## src/rtl/axis_packetizer.sv

```systemverilog
// Network-interface packetizer: turns an (x, y, len) descriptor plus a payload word
// stream into one AXIS packet, a header flit then len+1 payload flits with tlast.
package axis_pkg;
  localparam int AXIS_DATA_WIDTH = 32;

  typedef struct packed {
    logic                       tvalid;
    logic [AXIS_DATA_WIDTH-1:0] tdata;
    logic                       tlast;
  } axis_mosi_t;

  typedef struct packed {
    logic tready;
  } axis_miso_t;
endpackage

module axis_packetizer
  import axis_pkg::*;
#(
  parameter int  DATA_WIDTH              = AXIS_DATA_WIDTH,
  parameter int  MAX_ROUTERS_X           = 4,
  parameter int  MAX_ROUTERS_Y           = 4,
  parameter int  MAXIMUM_PACKAGES_NUMBER = 5,
  localparam int MAX_ROUTERS_X_WIDTH     = $clog2(MAX_ROUTERS_X),
  localparam int MAX_ROUTERS_Y_WIDTH     = $clog2(MAX_ROUTERS_Y),
  localparam int LEN_WIDTH               = $clog2(MAXIMUM_PACKAGES_NUMBER)
) (
  input  logic                           clk_i,
  input  logic                           rst_i,
  input  logic                           desc_valid_i,
  output logic                           desc_ready_o,
  input  logic [MAX_ROUTERS_X_WIDTH-1:0] desc_x_i,
  input  logic [MAX_ROUTERS_Y_WIDTH-1:0] desc_y_i,
  input  logic [LEN_WIDTH-1:0]           desc_len_i,
  input  logic                           data_valid_i,
  output logic                           data_ready_o,
  input  logic [DATA_WIDTH-1:0]          data_i,
  output axis_mosi_t                     out_mosi_o,
  input  axis_miso_t                     out_miso_i,
  output logic [15:0]                    pkt_count_o,
  output logic                           busy_o
);

  localparam int X_W = MAX_ROUTERS_X_WIDTH;
  localparam int Y_W = MAX_ROUTERS_Y_WIDTH;
  localparam logic [LEN_WIDTH-1:0] LEN_MAX = LEN_WIDTH'(MAXIMUM_PACKAGES_NUMBER - 1);

  typedef enum logic [1:0] {
    ST_IDLE,
    ST_HEADER,
    ST_PAYLOAD
  } state_t;

  state_t                 r_state;
  logic                   r_tvalid;
  logic [DATA_WIDTH-1:0]  r_tdata;
  logic                   r_tlast;
  logic [15:0]            r_pkt_count;
  logic [LEN_WIDTH-1:0]   r_flit_cnt;
  logic [LEN_WIDTH-1:0]   r_len;
  logic [X_W-1:0]         r_x;
  logic [Y_W-1:0]         r_y;

  logic                   w_load_ok;
  logic                   w_desc_hs;
  logic                   w_data_hs;
  logic                   w_last_flit;
  logic [LEN_WIDTH-1:0]   w_len_clamped;

  function automatic logic [DATA_WIDTH-1:0] build_header(
    input logic [X_W-1:0]       x,
    input logic [Y_W-1:0]       y,
    input logic [LEN_WIDTH-1:0] len
  );
    logic [DATA_WIDTH-1:0] hdr;
    // NOTE: start from all-zero so every bit is assigned on every call; a partial
    // assignment in combinational code is exactly what infers a latch.
    hdr                                = '0;
    hdr[X_W-1:0]                       = x;
    hdr[X_W+Y_W-1:X_W]                 = y;
    hdr[X_W+Y_W+LEN_WIDTH-1:X_W+Y_W]   = len;
    return hdr;
  endfunction

  // The output register may accept a new flit when empty or draining this cycle.
  assign w_load_ok     = !r_tvalid || out_miso_i.tready;
  assign desc_ready_o  = !rst_i && (r_state == ST_IDLE)    && w_load_ok;
  assign data_ready_o  = !rst_i && (r_state == ST_PAYLOAD) && w_load_ok;
  assign w_desc_hs     = desc_valid_i && desc_ready_o;
  assign w_data_hs     = data_valid_i && data_ready_o;
  assign w_last_flit   = (r_flit_cnt == r_len);
  assign w_len_clamped = (desc_len_i > LEN_MAX) ? LEN_MAX : desc_len_i;

  always_ff @(posedge clk_i) begin
    if (rst_i) begin
      // NOTE: every state register is reset here; there is no storage array, so
      // nothing is left to power up undefined.
      r_state     <= ST_IDLE;
      r_tvalid    <= 1'b0;
      r_tdata     <= '0;
      r_tlast     <= 1'b0;
      r_pkt_count <= '0;
      r_flit_cnt  <= '0;
      r_len       <= '0;
      r_x         <= '0;
      r_y         <= '0;
    end else begin
      // NOTE: non-blocking assignments throughout, so every read in this block
      // sees the pre-edge value regardless of statement order.
      if (r_tvalid && out_miso_i.tready) begin
        r_tvalid <= 1'b0;
      end

      case (r_state)
        ST_IDLE: begin
          if (w_desc_hs) begin
            r_x        <= desc_x_i;
            r_y        <= desc_y_i;
            r_len      <= w_len_clamped;
            r_tvalid   <= 1'b1;
            r_tdata    <= build_header(desc_x_i, desc_y_i, w_len_clamped);
            r_tlast    <= 1'b0;
            r_flit_cnt <= '0;
            r_state    <= ST_PAYLOAD;
          end
        end

        // Only reachable if a header load is ever deferred out of IDLE.
        ST_HEADER: begin
          if (w_load_ok) begin
            r_tvalid   <= 1'b1;
            r_tdata    <= build_header(r_x, r_y, r_len);
            r_tlast    <= 1'b0;
            r_flit_cnt <= '0;
            r_state    <= ST_PAYLOAD;
          end
        end

        ST_PAYLOAD: begin
          if (w_data_hs) begin
            r_tvalid   <= 1'b1;
            r_tdata    <= data_i;
            r_tlast    <= w_last_flit;
            r_flit_cnt <= r_flit_cnt + LEN_WIDTH'(1);
            if (w_last_flit) begin
              r_pkt_count <= r_pkt_count + 16'd1;
              r_state     <= ST_IDLE;
            end
          end
        end

        default: r_state <= ST_IDLE;
      endcase
    end
  end

  assign out_mosi_o.tvalid = r_tvalid;
  assign out_mosi_o.tdata  = r_tdata;
  assign out_mosi_o.tlast  = r_tlast;
  assign pkt_count_o       = r_pkt_count;
  assign busy_o            = (r_state != ST_IDLE) || r_tvalid;

endmodule

```

## config.mk

```make
export PLATFORM = sky130hd
export DESIGN_NAME = axis_packetizer
export DESIGN_NICKNAME = d
export VERILOG_FILES = /design/src/rtl/axis_packetizer.sv
export SDC_FILE = /design/constraint.sdc
export NUM_CORES = 1
export LEC_CHECK = 0
export ABC_AREA = 1
export CAP_MARGIN = 25
export CELL_PAD_IN_SITES_DETAIL_PLACEMENT = 1
export CELL_PAD_IN_SITES_GLOBAL_PLACEMENT = 1
export CORE_UTILIZATION = 30
export DETAILED_ROUTE_END_ITERATION = 8
export GPL_ROUTABILITY_DRIVEN = 0
export HOLD_SLACK_MARGIN = 0.03
export PLACE_DENSITY = 0.85
export SLEW_MARGIN = 25
export SYNTH_ARGS = -nofsm -noshare
export SYNTH_HDL_FRONTEND = slang
export SYNTH_SLANG_ARGS = --single-unit
```

## constraint.sdc

```tcl
create_clock -name clk_i -period 1.9 [get_ports clk_i]
set_input_delay 0.57 -clock clk_i [delete_from_list [all_inputs] [get_ports clk_i]]
set_output_delay 0.57 -clock clk_i [all_outputs]
set_load 0.02 [all_outputs]
```

### Word-level counts from Yosys, hierarchy flattened

Index checks and enable logic that the tools add are counted.

* register bits after elaboration: 62
* latch bits: 0
* memory bits (writable): 0
* bits in read-only memories: 0
* bits of input ports: 44
* output and inout bits: 53
* word-level logic and storage cells: 60
* memories: 0

* $add $sub $neg: 2
* multipliers: 0
* divide/modulo/power cells: 0
* order comparisons: 1
* eq/ne operators: 7
* shift-type cells: 0
* muxes and demuxes: 23
* bitwise operators: 0
* reduce and logical (&&, ||, !) cells: 18

Operator list (count)
* 32-bit two-way mux: 3
* 32-bit case mux with 3 select lines: 1
* 16-bit by 1-bit adder with 16-bit output, second input constant: 1
* 3-bit two-way mux: 4
* 3-bit case mux with 3 select lines: 1
* 2-bit two-way mux: 4
* 2-bit inequality test, second input constant: 4
* 4-bit AND reduction: 2
* 1-bit logical AND: 7
* 1-bit two-way mux: 7
* 1-bit case mux with 3 select lines: 2
* 2-bit case mux with 3 select lines: 1
* 3-bit by 1-bit adder with 3-bit output, second input constant: 1
* 3-bit == test: 1
* 3-bit greater-than comparator, second input constant: 1
* 3-bit AND reduction: 1
* 3-bit nonzero test: 1
* 2-bit by 1-bit == test with 1-bit output, second input constant: 1
* 2-bit == test, second input constant: 1
* 1-bit logical NOT: 2
* 2-bit logical NOT: 1
* 1-bit logical OR: 2
* 2-bit AND reduction: 1
* 2-bit nonzero test: 1

### Logic depth before layout (Yosys ltp)

* word-level depth: 6
* depth in mapped cells: 9
* depth with buffers taken out: 8

### Worst setup path after synthesis

No wires, ideal clock.

* path kind: input-to-output
* from: input port out_miso_i
* to: output port desc_ready_o
* data arrival time: 1.230 ns
* data required time: 1.330 ns
* setup slack: 0.100 ns
* stages: 4
* path buffers: 0
* cell sequence: inv_1 nand2_2 inv_1 nor3_1

* word-level cells in the longest chain between the ends: 2

Ends and longest elaborated chain
* from (decl): line 39 `input axis_miso_t out_miso_i,`
* 1-bit logical OR: line 86 `assign w_load_ok = !r_tvalid || out_miso_i.tready;`
* 1-bit logical AND: line 87 `assign desc_ready_o = !rst_i && (r_state == ST_IDLE) && w_load_ok;`
* to (decl): line 31 `output logic desc_ready_o,`

Every way passes these cells.

### Final worst setup path

* from: input port out_miso_i
* to: output port data_ready_o

* word-level cells in the longest chain between the ends: 2

Ends and longest elaborated chain
* 1-bit logical OR: line 86
* 1-bit logical AND: line 88 `assign data_ready_o = !rst_i && (r_state == ST_PAYLOAD) && w_load_ok;`
* to (decl): line 36 `output logic data_ready_o,`

Every way passes these cells.

==> parameters.txt <==
Parameter                              Value

Timing
  Number of setup violations in the final report    0
  Max Freq    538.9 MHz
  Time the final worst path needs with I/O delays and setup    1.855 ns
  Transition time at the pin with the least slew margin    0.3855 ns
  Remaining max-slew budget at the tightest pin    74.21%
  RSZ-0062 raised after global routing    false
  Final Hold Fails    0
  Final setup slack of the worst path    0.04451 ns
  Max-slew violation total from the final report    0
  Worst setup skew after layout    0.007248 ns
  Final clock period utilization by the worst path    a little over nine tenths

Logic synthesis
  Synth Net Count    413
  Basic-gate share of the synthesized area counting and, or, nand and nor cells    33.35%
  Top cells by area in the synthesized netlist    dfxtp_1 44%, nand2_1 21%, a21oi_1 9.4%
  Dominant combinational cell family by area after synthesis    simple AND/OR/NAND/NOR gates
  Count of different cell masters after synthesis    30
  Post-synthesis share of cell area spent on full adders, half adders and majority gates    0.9597%
  Xor/xnor cell area share of the yosys netlist    1.679%
  Number of warnings issued by yosys    0
  Netlist area before placement    2608 um2
  Multiplexer fraction of the synthesized cell area    0%
  Sequential share of the synthesized area    43.76%
  Synth Register Bits    57
  Gate count after technology mapping    367
  Top cell type's share of synthesized area    a little over two fifths
  Post-synth top area cell    dfxtp_1
  Syn Area/Cell    7.105 um2
  Synth Area in Compound Gates    12.09%

CTS
  Clock transition at the registers of the reported paths    0.07 ns
  Insertion delay to the later sink of the worst-skew pair    0.33 ns
  CTS tree    built
  Htree depth    3
  Number of sinks driven by the clock tree    57
  Clock tree buffer depth    2
  Number of clock buffers inserted by TritonCTS    9
  Post-CTS setup-driven buffer insertion count    0
  Root buffer cell    clkbuf_8

Setup path
  Crit-path max FO    3
  Critical path cell sequence    dlygate4sd2_1 > inv_1 > nand2_2 > nand2_1 > inv_1 > clkdlybuf4s15_2
  Kind of critical path    in -> out
  Worst-path cell with the longest stage delay    dlygate4sd2_1
  Data required, critical path    1.33 ns
  Slack of the worst reg-to-reg path    roughly 0.34 ns
  Capturing element type of the critical path    output pin
  Cell family with the largest share of critical-path delay    buffers and inverters
  Max incr delay on CP    0.24 ns
  Most common cell on crit path    inv_1
  Critical path buffer and inverter count    4
  Startpoint types    input pin
  Signal arrival time at the worst endpoint    approximately 1.3 ns

Layout
  Storage cell area    1142 um2
  Design Area, Final    around 4000 um2
  Fraction of final layout cells with drive strength greater than 1    12.40%
  Post-layout utilization of the core    48.71%
  Layout overhead on the synthesized area    55.04%
  Ant. Diodes    0
  Number of nets in the final layout    525
  Most common cell after layout, fill and taps aside    nand2_1
  Area of the multi-input gates    roughly 1300 um2
  Filler Cell Count    1024
  Leading cell types in the layout, fill and taps excluded    146 x nand2_1, 60 x clkdlybuf4s50_1, 56 x dfxtp_1, 49 x a21oi_1, 27 x nor2_1

Floorplanning
  Core Area    about 8300 um2
  Count of pins on the block boundary    97
  Count of standard-cell rows    33
  Total Die Area    about 9100 um2
  Horizontal die dimension    roughly 95 um
  Effective utilization at floorplan    around a third
  Die height    95.23 um

GRT
  Maximum number of pins on one net before global-route repair    36
  Number of antenna violations at the first check in global routing    0
  Via count of the first global-routing pass    around 2900
  Aggregate global routing overflow    0
  GRT Overall Usage    18.87%
  Wire length of the first global-routing pass    13230 um

Route
  Wire per inst    between 10 and 15 um
  Count of antenna-violating nets left after detailed routing    0
  DR vias/cell    4.730
  Final Routed Wirelength    a little under 8000 um
  Violation count after the first detailed-routing iteration    50
  Vias after detailed routing    roughly 2800
  Total DRC errors in the routed layout    0
  Detailed-router iteration count before antenna repair    6

Status
  Outcome    completed

Place
  Detailed placer's ending HPWL    5774 um
  Placed Area    3756 um2
  Worst setup timing slack at the placement stage    -0.7337 ns
  Number of I/O port buffers    96

Power and ir drop
  Worst supply voltage drop on vdd    approximately 0.38 mV
  Leak pwr    1.951 nW
  Total power divided by cell area    roughly 780 nW/um2

Run
  Number of maximum-capacitance constraint violations    0

Worst hold path
  Classification of the worst-slack hold path    reg -> reg
[where the power goes]
part           leakage [nW]  switching (mW)  total (mW)  internal (mW)
clock network         0.120           0.495        1.40          0.905
registers             0.462          0.0305        1.27           1.24
logic                  1.37           0.248       0.472          0.224
[per-layer routing]
layer	wire length [um]	GRT usage, %	part of all wire, %	up-vias
li1	-	-	-	1386
met1	3214	21.30	41	1329
met2	4248	33.93	54	63
met3	353	5.742	4.5	8
met4	74	5.429	0.94	0
met5	0	0	0	-
[cell usage after synthesis]
library cell / n
nand3_4: 1
nor2_8: 1
buf_6: 2
dfxtp_1: 57
o21ai_0: 6
inv_6: 1
nand4_1: 3
ha_1: 2
inv_2: 1
inv_4: 2
a21oi_1: 49
nand2_4: 1
xnor2_1: 3
nand3_2: 1
nor3_1: 1
nand4_4: 1
buf_4: 10
inv_1: 19
nand2_2: 1
nand3_1: 17
xor2_1: 2
buf_1: 1
nand2_1: 146
nor2_4: 1
clkbuf_1: 4
nand3b_1: 1
or2_2: 1
o21ai_1: 1
a21oi_2: 4
nor2_1: 27
[timing repair]
item / in CTS / in global routing
pin swaps: 1 / 1
resized for setup: 25 / 23
hold buffers: 0 / 0
setup endpoints to repair: 13 / 32
[worst min-delay path, stage by stage (launching register included)]
cell,delay [ns]
dfxtp_1,0.31
nand2_1,0.06
a21oi_1,0.05
[area by class of cell]
class | count | share of cell area, %
inverter | 23 | 2.383
tap | 105 | 3.250
timing repair buffer | 118 | 28.94
clock inverter | 5 | 2.538
sequential | 57 | 28.26
clock buffer | 11 | 3.497
multi-input combinational | 270 | 31.14
[final timing paths]
check / from / endpoint / cells after the start
hold / removal: r_tdata[20]$_SDFFE_PP0P_ / r_tdata[20]$_SDFFE_PP0P_ / 2
hold reg to reg: r_tdata[20]$_SDFFE_PP0P_ / r_tdata[20]$_SDFFE_PP0P_ / 2
setup / recovery: out_miso_i / data_ready_o / 6
setup reg to reg: pkt_count_o[4]$_SDFFE_PP0P_ / pkt_count_o[13]$_SDFFE_PP0P_ / 7
[registers in the layout (all words and copies together), names as in the netlist]
| signal | cells |
|---|---|
| r_flit_cnt | 3 |
| r_state | 1 |
| r_tvalid | 1 |
| r_len | 3 |
| r_tlast | 1 |
| r_tdata | 32 |
| pkt_count_o | 16 |
[logic make-up after synthesis]
| family | after synthesis |
|---|---|
| xor+xnor | 5 |
| simple gates | 203 |
| buf+inv | 40 |
| flops | 57 |
| compound gates | 60 |
| fa+ha+maj | 2 |
[per-stage QoR]
step | hold WS, ns | TNS (ns) | total power, mW | instances
CTS | 0.4634 | 0 | 3.188 | 589
floorplan | 0.4433 | 0 | 1.536 | 367
global route | 0.4804 | 0 | 3.288 | 589
detailed placement | 0.4552 | -11.66 | 1.777 | 573
finish | 0.4633 | 0 | 3.139 | 589
global placement | 0.4474 | -7.979 | 1.759 | 573
Power figures use the tool's default switching activity.
